<file path="config.mk">
export PLATFORM = sky130hd
export DESIGN_NAME = regfile_scanner
export DESIGN_NICKNAME = d
export VERILOG_FILES = /design/src/rtl/regfile_scanner_pkg.sv /design/src/rtl/regfile_scanner_addr_ctr.sv /design/src/rtl/regfile_scanner.sv
export SDC_FILE = /design/constraint.sdc
export NUM_CORES = 1
export LEC_CHECK = 0
export CAP_MARGIN = 5
export CORE_MARGIN = 5
export CORE_UTILIZATION = 42
export CTS_CLUSTER_SIZE = 30
export DETAILED_ROUTE_END_ITERATION = 16
export GPL_TIMING_DRIVEN = 0
export PLACE_DENSITY_LB_ADDON = 0.15
export SKIP_LAST_GASP = 1
export SLEW_MARGIN = 20
export SYNTH_ARGS = -nofsm -noshare
export SYNTH_HDL_FRONTEND = slang
export SYNTH_SLANG_ARGS = --single-unit
</file>
<file path="constraint.sdc">
create_clock -name clk -period 2.2 [get_ports clk]
set_clock_uncertainty 0.1 [all_clocks]
set_input_delay 0.22 -clock clk [delete_from_list [all_inputs] [get_ports clk]]
set_output_delay 0.22 -clock clk [all_outputs]
set_load 0.02 [all_outputs]
</file>
<file path="src/rtl/regfile_scanner_pkg.sv">
// Shared types and constants for the register-bank scanner.
// Holds the bank geometry, the scanner state encoding and the beat layout.
package regfile_scanner_pkg;

    localparam int REG_DW = 8;
    localparam int REG_AW = 4;

    // Scanner FSM states; the encoding is also visible on the debug state output.
    typedef enum logic [1:0] {
        IDLE = 2'd0,
        READ = 2'd1,
        SEND = 2'd2,
        FIN  = 2'd3
    } scan_state_t;

    // One streamed beat: register address, captured contents, end-of-window flag.
    typedef struct packed {
        logic [REG_AW-1:0] addr;
        logic [REG_DW-1:0] data;
        logic              last;
    } beat_t;

endpackage

</file>
<file path="src/rtl/regfile_scanner_addr_ctr.sv">
// Loadable address up-counter for the scanner.
// Loads FIRST_ADDR, steps by one on request and flags when it sits on
// LAST_ADDR. It holds at LAST_ADDR instead of wrapping.
module regfile_scanner_addr_ctr
    import regfile_scanner_pkg::*;
#(
    parameter int AW         = REG_AW,
    parameter int FIRST_ADDR = 0,
    parameter int LAST_ADDR  = 15
) (
    input  logic          clk,
    input  logic          rst,
    input  logic          load,
    input  logic          inc,
    output logic [AW-1:0] cnt,
    output logic          at_last
);

    localparam logic [AW-1:0] FIRST_A = AW'(FIRST_ADDR);
    localparam logic [AW-1:0] LAST_A  = AW'(LAST_ADDR);

    // Terminal compare drives both the beat's last flag and the no-wrap guard.
    assign at_last = (cnt == LAST_A);

    // Counter register: reset/load to the window start, step until the window end.
    always_ff @(posedge clk) begin
        if (rst) begin
            cnt <= FIRST_A;
        end else if (load) begin
            cnt <= FIRST_A;
        end else if (inc && !at_last) begin
            cnt <= cnt + 1'b1;
        end
    end

endmodule

</file>
<file path="src/rtl/regfile_scanner.sv">
// Register-bank scanner: on start, walks the bank read port from FIRST_ADDR
// to LAST_ADDR and streams {addr, data, last} beats out.
// Optional build macro: REGFILE_SCANNER_CHECKSUM_EN adds the chk output
// (XOR of all handshaked out_data values of the current scan).
//
// Stream handshake: a beat transfers on a rising clk edge where
// out_valid && out_ready. Once out_valid is high, out_addr, out_data and
// out_last are held unchanged until that transfer; out_valid never drops
// without a transfer (except on rst). out_ready may change freely.
module regfile_scanner
    import regfile_scanner_pkg::*;
#(
    parameter int DW         = REG_DW,
    parameter int AW         = REG_AW,
    parameter int FIRST_ADDR = 0,
    parameter int LAST_ADDR  = 15
) (
    input  logic          clk,
    input  logic          rst,
    input  logic          start,
    output logic          busy,
    output logic          done,
    output logic [AW-1:0] rf_ra,
    input  logic [DW-1:0] rf_rd,
    output logic          out_valid,
    input  logic          out_ready,
    output logic [AW-1:0] out_addr,
    output logic [DW-1:0] out_data,
    output logic          out_last,
    output scan_state_t   dbg_state
`ifdef REGFILE_SCANNER_CHECKSUM_EN
    ,
    output logic [DW-1:0] chk
`endif
);

    localparam logic [AW-1:0] FIRST_A = AW'(FIRST_ADDR);

    scan_state_t   state;
    scan_state_t   state_nxt;
    logic          ctr_load;
    logic          ctr_inc;
    logic [AW-1:0] cnt;
    logic          at_last;
    logic          hs;

    assign hs        = out_valid && out_ready;
    assign dbg_state = state;

    regfile_scanner_addr_ctr #(
        .AW         (AW),
        .FIRST_ADDR (FIRST_ADDR),
        .LAST_ADDR  (LAST_ADDR)
    ) u_addr_ctr (
        .clk     (clk),
        .rst     (rst),
        .load    (ctr_load),
        .inc     (ctr_inc),
        .cnt     (cnt),
        .at_last (at_last)
    );

    // State register.
    always_ff @(posedge clk) begin
        if (rst) begin
            state <= IDLE;
        end else begin
            state <= state_nxt;
        end
    end

    // Next-state, counter control and the combinational status outputs.
    always_comb begin
        state_nxt = state;
        ctr_load  = 1'b0;
        ctr_inc   = 1'b0;
        busy      = 1'b0;
        done      = 1'b0;
        rf_ra     = cnt;
        case (state)
            IDLE: begin
                rf_ra = FIRST_A;
                if (start) begin
                    ctr_load  = 1'b1;
                    state_nxt = READ;
                end
            end
            READ: begin
                busy      = 1'b1;
                state_nxt = SEND;
            end
            SEND: begin
                busy = 1'b1;
                if (hs) begin
                    if (out_last) begin
                        state_nxt = FIN;
                    end else begin
                        ctr_inc   = 1'b1;
                        state_nxt = READ;
                    end
                end
            end
            FIN: begin
                done      = 1'b1;
                state_nxt = IDLE;
            end
            default: state_nxt = IDLE;
        endcase
    end

    // Beat register: snapshot the bank in READ, hold through SEND until taken.
    always_ff @(posedge clk) begin
        if (rst) begin
            out_valid <= 1'b0;
            out_addr  <= '0;
            out_data  <= '0;
            out_last  <= 1'b0;
        end else if (state == READ) begin
            out_valid <= 1'b1;
            out_addr  <= cnt;
            out_data  <= rf_rd;
            out_last  <= at_last;
        end else if (state == SEND && hs) begin
            out_valid <= 1'b0;
        end
    end

`ifdef REGFILE_SCANNER_CHECKSUM_EN
    // Running XOR of transferred payloads; cleared when a new scan is accepted.
    always_ff @(posedge clk) begin
        if (rst) begin
            chk <= '0;
        end else if (state == IDLE && start) begin
            chk <= '0;
        end else if (state == SEND && hs) begin
            chk <= chk ^ out_data;
        end
    end
`endif

endmodule

</file>
-- Word-level counts from Yosys, hierarchy flattened
Index checks and enable logic that the tools add are counted.
Widths: inputs -> output; s select.
- mux-type cells: 14
- add/sub/neg operators: 1
- divide/modulo/power cells: 0
- bitwise gates (word level): 0
- shift-type cells: 0
- $lt $le $gt $ge: 0
- multipliers: 0
- reduce and logical (&&, ||, !) cells: 9
- equality and inequality tests: 6
- operator list (operator ; count):
    $mux 1 ; 9
    $pmux 2 s4 ; 1
    $mux 2 ; 3
    $add 4x1->4 const B ; 1
    $eq 2x2->1 const B ; 2
    $eq 4x4->1 const B ; 1
    $mux 4 ; 1
    $ne 2x2->1 const B ; 2
    $reduce_or 2->1 ; 2
    $logic_and 1x1->1 ; 3
    $eq 2x1->1 const B ; 1
    $logic_not 2->1 ; 1
    $reduce_and 2->1 ; 1
    $reduce_bool 2->1 ; 1
    $logic_not 1->1 ; 1
- RAM bits: 0
- memories: 0
- bits in read-only memories: 0
- latch bits: 0
- logic and storage cells: 36
- register bits after elaboration: 20

-- Depth between registers and ports, before layout
Gate-level depths: netlist of the first run.
- depth in word-level cells: 4
- mapped depth: 6
- depth with buffers taken out: 5

-- Cells and area by module
A second synthesis of the first run with hierarchy kept.
- cell total of the unflattened synthesis: 91
- area total of the unflattened synthesis: 908.4 µm²
- by module, submodules not included (module ; instances ; area each (µm²) ; cells each):
    regfile_scanner ; 1 ; 696.9 ; 69
    regfile_scanner_addr_ctr ; 1 ; 211.5 ; 22

-- Worst setup path after synthesis of the first run
No wires, ideal clock.
- kind: flip-flop to flip-flop
- start: reg state[0], in the netlist dbg_state[0]
- end: reg state[1], in the netlist dbg_state[1]
- period minus slack after synthesis: 1.756 ns
- data arrival time: 1.586 ns
- setup time: 0.070 ns
- stages on the path, launching flop included: 6
- path buffers: 0
- slack: 0.444 ns
- path through: dfxtp_1 inv_1 ha_1 a21boi_0 or4_1 a21oi_1
- longest elaborated chain between the ends: 3
- elaborated cells between the ends (all ways): 8
- those cells by class: 5 x eq/ne; 1 x mux; 2 x reduce/logical
- RTL lines (what ; line ; RTL):
    from (decl) ; regfile_scanner.sv:39 ; scan_state_t state;
    from (signal assigned) ; regfile_scanner.sv:68 ; state <= state_nxt;
    $eq 2x2->1 / $logic_not 2->1 (equally long branches) ; regfile_scanner.sv:80 ; case (state)
    $ne 2x2->1 (no line) ; n/a ;
    $reduce_and 2->1 (no line) ; n/a ;
Several ways; a longest one is shown, not always the timed one.
A chain may end at the register's enable or synchronous reset.

-- Final worst setup path of the first run
- start: reg state[1], in the netlist dbg_state[1]
- end: out busy
- longest elaborated chain between the ends: 3
- elaborated cells between the ends (all ways): 4
- those cells by class: 2 x eq/ne; 1 x mux; 1 x reduce/logical
- RTL lines (what ; line ; RTL):
    $eq 2x1->1 / $eq 2x2->1 (equally long branches) ; regfile_scanner.sv:80 ;
    $reduce_or 2->1 (no line) (*) ; n/a ;
    $mux 1 (*) ; regfile_scanner.sv:80 ;
    to (decl) ; regfile_scanner.sv:21 ; output logic busy,
Mark *: on every way between the ends. The rest lies on a longest branch, timed or not.

==> metrics, run 1 <==
outcome=completed; Worst-Skew Late Latency=0.29 ns; GRT met2 Usage=0.226; All-Layer GR Usage=0.136; YS warnings=0; initial core utilization=0.446; Synth Cell Area=885 sq um; Hold Worst Slack=0.177 ns; RSZ-0062 raised after global routing=false; # setup viols final=0; Worst EP arrival=approximately 1.7 ns; Post-synth ARST share=0; final net count=145; Gate power share=0.405; synth cell count leaders=20 x dfxtp_1, 15 x nor2_1, 13 x mux2i_1; routed length per instance=12.4 um; Syn Nets=108; routed vias=~750; top post-synthesis cells by area=dfxtp_1 45%, mux2i_1 15%, ha_1 7.1%; crit share post-route=0.904; first-pass GRT wire length=3.52 mm; Fillers=189; clock root cell=clkbuf_4; vias in the first global route=801; Worst slew margin=0.724; met1 usage=0.165; die height=55.9 um; worst slew pin tran=0.415 ns; Max Buffers Root-to-Sink=2; Clock transition at path regs=around 0.11 ns; pre-CTS WS=0.352 ns; busiest metal layer after global routing=met2; Worst VDD drop=583 uV; drt via density=approximately 5; initial antenna violation count=0; die width=55.9 um; count leader, synth=dfxtp_1; Synth-to-Final Area Change=43.7%; Final HPWL DP=~1.4 mm; gp weighted congestion=0.732; # IOs=34; Avg Inst Size Synth=slightly below 10 sq um; Post-Synthesis Cells=91; postcts setup bufs=0; I/O Buffers=32; post-route setup slack=0.211 ns; internal power=666 uW; CTS tree=yes; Max-Cap Viols=0; initial DRC count=20; FMAX=503 MHz; Final TNS setup=0 ns; Pwr Density=roughly 800 nW/um^2; Net Sw Frac=0.340; Routed Antenna Nets=0; number of detailed-route iterations in the first pass=3; area of the die=3120 sq um; number of flops mapped to enable cells by yosys=0; Rows=16; dominant synthesized flop cell=dfxtp_1; Critical Path RT=between 1.5 and 2 ns; Tmin final=1.99 ns; CTS Hold Bufs=0; clock sink count=20; aggregate global routing overflow=0; Netlist cell types=29; sequential share of power=0.430; top cell type's share of synthesized area=0.453; kind of critical path=flop to output port; fin. max-slew vios=0; static leakage=0.000551 uW; n_diodes=0; drt drc=0; met3 Use GR=0.0464; Yosys reg bits=20; core footprint=1980 sq um; fraction of layout cells with a size suffix above 1=0.0635; Setup crit end kind=output port; Post-Route WL=about 1.9 mm; power share of the clock group=0.165; net switching power=342 uW; startpoint types=flop; HP Class=primary input to flop; CP Max Fanout=6; area leader, netlist=dfxtp_1; # H-tree levels=1; Seq/Total Area, Yosys=0.453; TritonCTS buffer count=3; largest net degree at the start of global routing=11; final hold violation count=0
==> critical path, stage by stage (launching register included) <==
cell and delay, ns:
dfxtp_1 0.43, inv_1 0.08, ha_1 0.28, clkdlybuf4s50_1 0.59
==> final cells by class <==
| class | instances | area (sq um) | share of cell area |
|---|---|---|---|
| Tap cell | 27 | 33.8 | 0.0266 |
| Inverter | 2 | 7.51 | 0.00591 |
| Buffer | 4 | 17.5 | 0.0138 |
| Timing Repair Buffer | 32 | 330 | 0.260 |
| Multi-Input combinational cell | 65 | 459 | 0.361 |
| Sequential cell | 20 | 400 | 0.315 |
| Clock buffer | 3 | 22.5 | 0.0177 |
==> repair_timing <==
item / 4_1_cts / 5_1_grt
hold endpoints to repair: 0 / 0
resized for setup: 0 / 4
endpoints found under the setup margin: 0 / 4
==> cells in the final DEF, fill, tap and decap left out, types with 2 or more instances in the layout <==
master / count
clkdlybuf4s50_1: 28
dlymetal6s2s_1: 4
nor2b_1: 5
a211oi_1: 2
o31ai_1: 2
mux2i_1: 13
buf_2: 2
nand2_1: 2
inv_1: 2
clkbuf_4: 3
nor2_1: 15
a21oi_1: 5
dfxtp_1: 20
ha_1: 5
==> layer usage <==
metal	vias up	routed length [um]
met3	2	132
met4	0	10
met5	-	0
met2	21	837
li1	391	-
met1	340	922
==> through the flow <==
stage               std cells  instance area (sq um)  total power (uW)   util
floorplan                  91                    885               698      -
global placement          150                   1240               844  0.625
detailed placement        150                   1240               852  0.625
CTS                       153                   1260              1020  0.636
global route              153                   1270              1080  0.641
finish                    153                   1270              1010  0.641
==> logic make-up (layout without fill, tap and decap cells) <==
family,Yosys count,after routing,share of synthesized area
buffers and inverters,6,41,0.0283
muxes,13,13,0.147
adders and majority gates,5,5,0.0707
AOI/OAI and AO/OA,14,14,0.103
and+or+nand+nor,33,33,0.198
DFF,20,20,0.453
==> state kept, by name (all words and copies together) (netlist names) <==
signal          count
out_data            8
out_valid           1
out_last            1
dbg_state           2
u_addr_ctr.cnt      4
out_addr            4
==> power by group through the flow <==
stage	Sequential [uW]	Clock [uW]	Combinational, uW
after CTS	434	172	413
after global routing	443	188	445
after detailed placement	442	0	410
after global placement	440	0	404
final	433	167	408
after floorplan	490	0	208
==> worst paths after layout <==
kind                      from            to  slack (ns)  cells after the start
hold / removal             rst     out_valid        0.18                      2
hold reg to reg    out_data[7]   out_data[7]        0.41                      2
setup / recovery  dbg_state[1]          busy        0.21                      3
setup reg to reg  dbg_state[0]  dbg_state[1]        0.46                      5
(Power assumes the default switching activity.)
==> inputs of run 2 (changes only) <==
--- a/config.mk
+++ b/config.mk
@@ -5,6 +5,7 @@
 export SDC_FILE = /design/constraint.sdc
 export NUM_CORES = 1
 export LEC_CHECK = 0
+export ABC_AREA = 1
 export CAP_MARGIN = 5
 export CORE_MARGIN = 5
 export CORE_UTILIZATION = 42
==> run 2 against run 1 <==
  * Die area shrank 0.95%
  * Routed wire length grew 13%
  * Combinational power grew 95%
  * Global-route usage grew 0.072 points
  * Critical path type unchanged
  * Critical endpoint unchanged
==> metrics, run 2 <==
CTS tree=yes; commonest non-fill, non-tap cell in the layout=clkdlybuf4s50_1; initial core utilization=0.441; Reg with most FFs=out_data; clock sink count=20; final net count=172; I/O Buffers=33; FMAX=486 MHz; Avg Inst Size Synth=7.48 sq um; synth cell count leaders=26 x nor2_1, 20 x dfxtp_1, 15 x o21ai_0; routed length per instance=11.9 um; kind of critical path=flop to output port; largest net degree at the start of global routing=13; # IOs=34; Max-Cap Viols=0; number of detailed-route iterations in the first pass=4; aggregate global routing overflow=0; initial antenna violation count=0; max reg flops=8; vias in the first global route=780; outcome=completed; # H-tree levels=1; most frequent cells in the layout=29 x clkdlybuf4s50_1, 26 x nor2_1, 20 x dfxtp_1; routed vias=861; Clock transition at path regs=around 0.12 ns; Critical Path RT=1.88 ns; Worst-Skew Late Latency=0.31 ns; startpoint types=flop; Top Registers=out_data x8, out_addr x4, u_addr_ctr.cnt x4; Synth-to-Final Area Change=47.9%; Post-synth ARST share=0; top post-synthesis cells by area=dfxtp_1 46%, nor2_1 11%, o21ai_0 8.6%; Worst EP arrival=1.74 ns; postcts setup bufs=0; area of the die=3090 sq um; drt via density=4.76; crit share post-route=0.936; Post-Route WL=between 2 and 2.5 mm; HP Class=primary input to flop; static leakage=about 0.00057 uW; number of flops mapped to enable cells by yosys=0; TritonCTS buffer count=3; All-Layer GR Usage=0.137; initial DRC count=18; Routed Antenna Nets=0; clock root cell=clkbuf_4; fin. max-slew vios=0; Syn Nets=134; count leader, synth=nor2_1; fraction of layout cells with a size suffix above 1=0.0649; top cell type's share of synthesized area=0.458; Worst slew margin=0.773; area leader, netlist=dfxtp_1; gp weighted congestion=0.816; Rows=16; Final TNS setup=0 ns; Final HPWL DP=1.66 mm; worst reg2reg setup slack=0.70 ns; Yosys reg bits=20; die width=55.6 um; worst slew pin tran=0.340 ns; die height=55.6 um; drt drc=0; Seq/Total Area, Yosys=0.458; YS warnings=0; n_diodes=0; Tmin final=2.06 ns; Final Core Density=0.653; dominant synthesized flop cell=dfxtp_1; # setup viols final=0; RSZ-0062 raised after global routing=false; Pwr Density=1280 nW/um^2; Worst VDD drop=779 uV; Synth Cell Area=875 sq um; final hold violation count=0; core footprint=just under 2000 sq um; first-pass GRT wire length=3.54 mm; CP Max Fanout=5; Post-Synthesis Cells=117; Netlist cell types=14; Max Buffers Root-to-Sink=2; Setup crit end kind=output port
-- run 2: cell count changes after synthesis, sizes merged, moves of 2 or more --
cell,delta
o31ai,-2
mux2i,-13
o21ai,+14
a211oi,-2
inv,+11
nand2,+11
nor2,+13
a21oi,+7
nor2b,-5
nand3,+5
-- run 2: area by class of cell --
type | count | area (sq um)
Sequential cell | 20 | 400
Buffer | 3 | 15.0
Timing Repair Buffer | 33 | 333
Clock inverter | 1 | 30.0
Inverter | 13 | 48.8
Multi-Input combinational cell | 81 | 410
Clock buffer | 3 | 22.5
Fill cell | 174 | 688
Tap cell | 27 | 33.8
-- run 2: metrics by stage --
| stage | setup WS (ns) | cells | hold slack (ns) | total power [uW] | area, sq um |
|---|---|---|---|---|---|
| after floorplan | 0.700 | 117 | 0.189 | 1000 | 875 |
| after global placement | 0.353 | 177 | 0.376 | 1340 | 1240 |
| after detailed placement | 0.363 | 177 | 0.391 | 1360 | 1240 |
| after CTS | 0.000558 | 181 | 0.383 | 1670 | 1290 |
| after global routing | 0.0648 | 181 | 0.377 | 1760 | 1290 |
| final | 0.141 | 181 | 0.385 | 1660 | 1290 |
-- run 2: timing repair --
item	4_1_cts	5_1_grt
setup endpoints to repair	2	2
gates resized for setup	2	2
hold buffers	0	0
-- run 2: layer usage --
metal  vias up  part of all wire  global-route usage
met5         -                 0                   0
met4         0             0.011              0.0313
met3         2             0.051              0.0348
met2        23              0.47               0.223
met1       384              0.47               0.180
li1        452                 -                   -
-- run 2: logic make-up (layout without fill, tap and decap cells) --
logic type	after synthesis	in the layout	share of synthesized area
adders and majority gates	5	5	0.0715
DFF	20	20	0.458
buffers and inverters	16	53	0.0730
AOI/OAI and AO/OA	27	27	0.155
and+or+nand+nor	49	49	0.243
-- run 2: path summary, 6_finish.rpt --
kind,start,end,cells past startpoint
min reg2reg,out_valid,out_valid,2
max,dbg_state[0],busy,3
min,rf_rd[7],out_data[7],3
max reg2reg,dbg_state[0],u_addr_ctr.cnt[2],5
-- run 2: power by group --
group          internal (uW)  switching [uW]  total, uW  leakage (uW)
combinational            346             451        797      0.000383
clock                    184             123        308     0.0000279
sequential               478            73.4        551      0.000164
total                   1010             647       1660      0.000575
-- run 2: worst max-delay path, cell delays in order (launching register included) --
cell and delay, ns:
dfxtp_1 0.42, inv_1 0.10, ha_1 0.30, clkdlybuf4s50_1 0.61
==> inputs of run 3 (changes only) <==
--- a/config.mk
+++ b/config.mk
@@ -13,7 +13,6 @@
 export DETAILED_ROUTE_END_ITERATION = 16
 export GPL_TIMING_DRIVEN = 0
 export PLACE_DENSITY_LB_ADDON = 0.15
-export SKIP_LAST_GASP = 1
 export SLEW_MARGIN = 20
 export SYNTH_ARGS = -nofsm -noshare
 export SYNTH_HDL_FRONTEND = slang
==> results of run 3 <==
The final DEF is identical to that of run 2; final timing and power are the same.
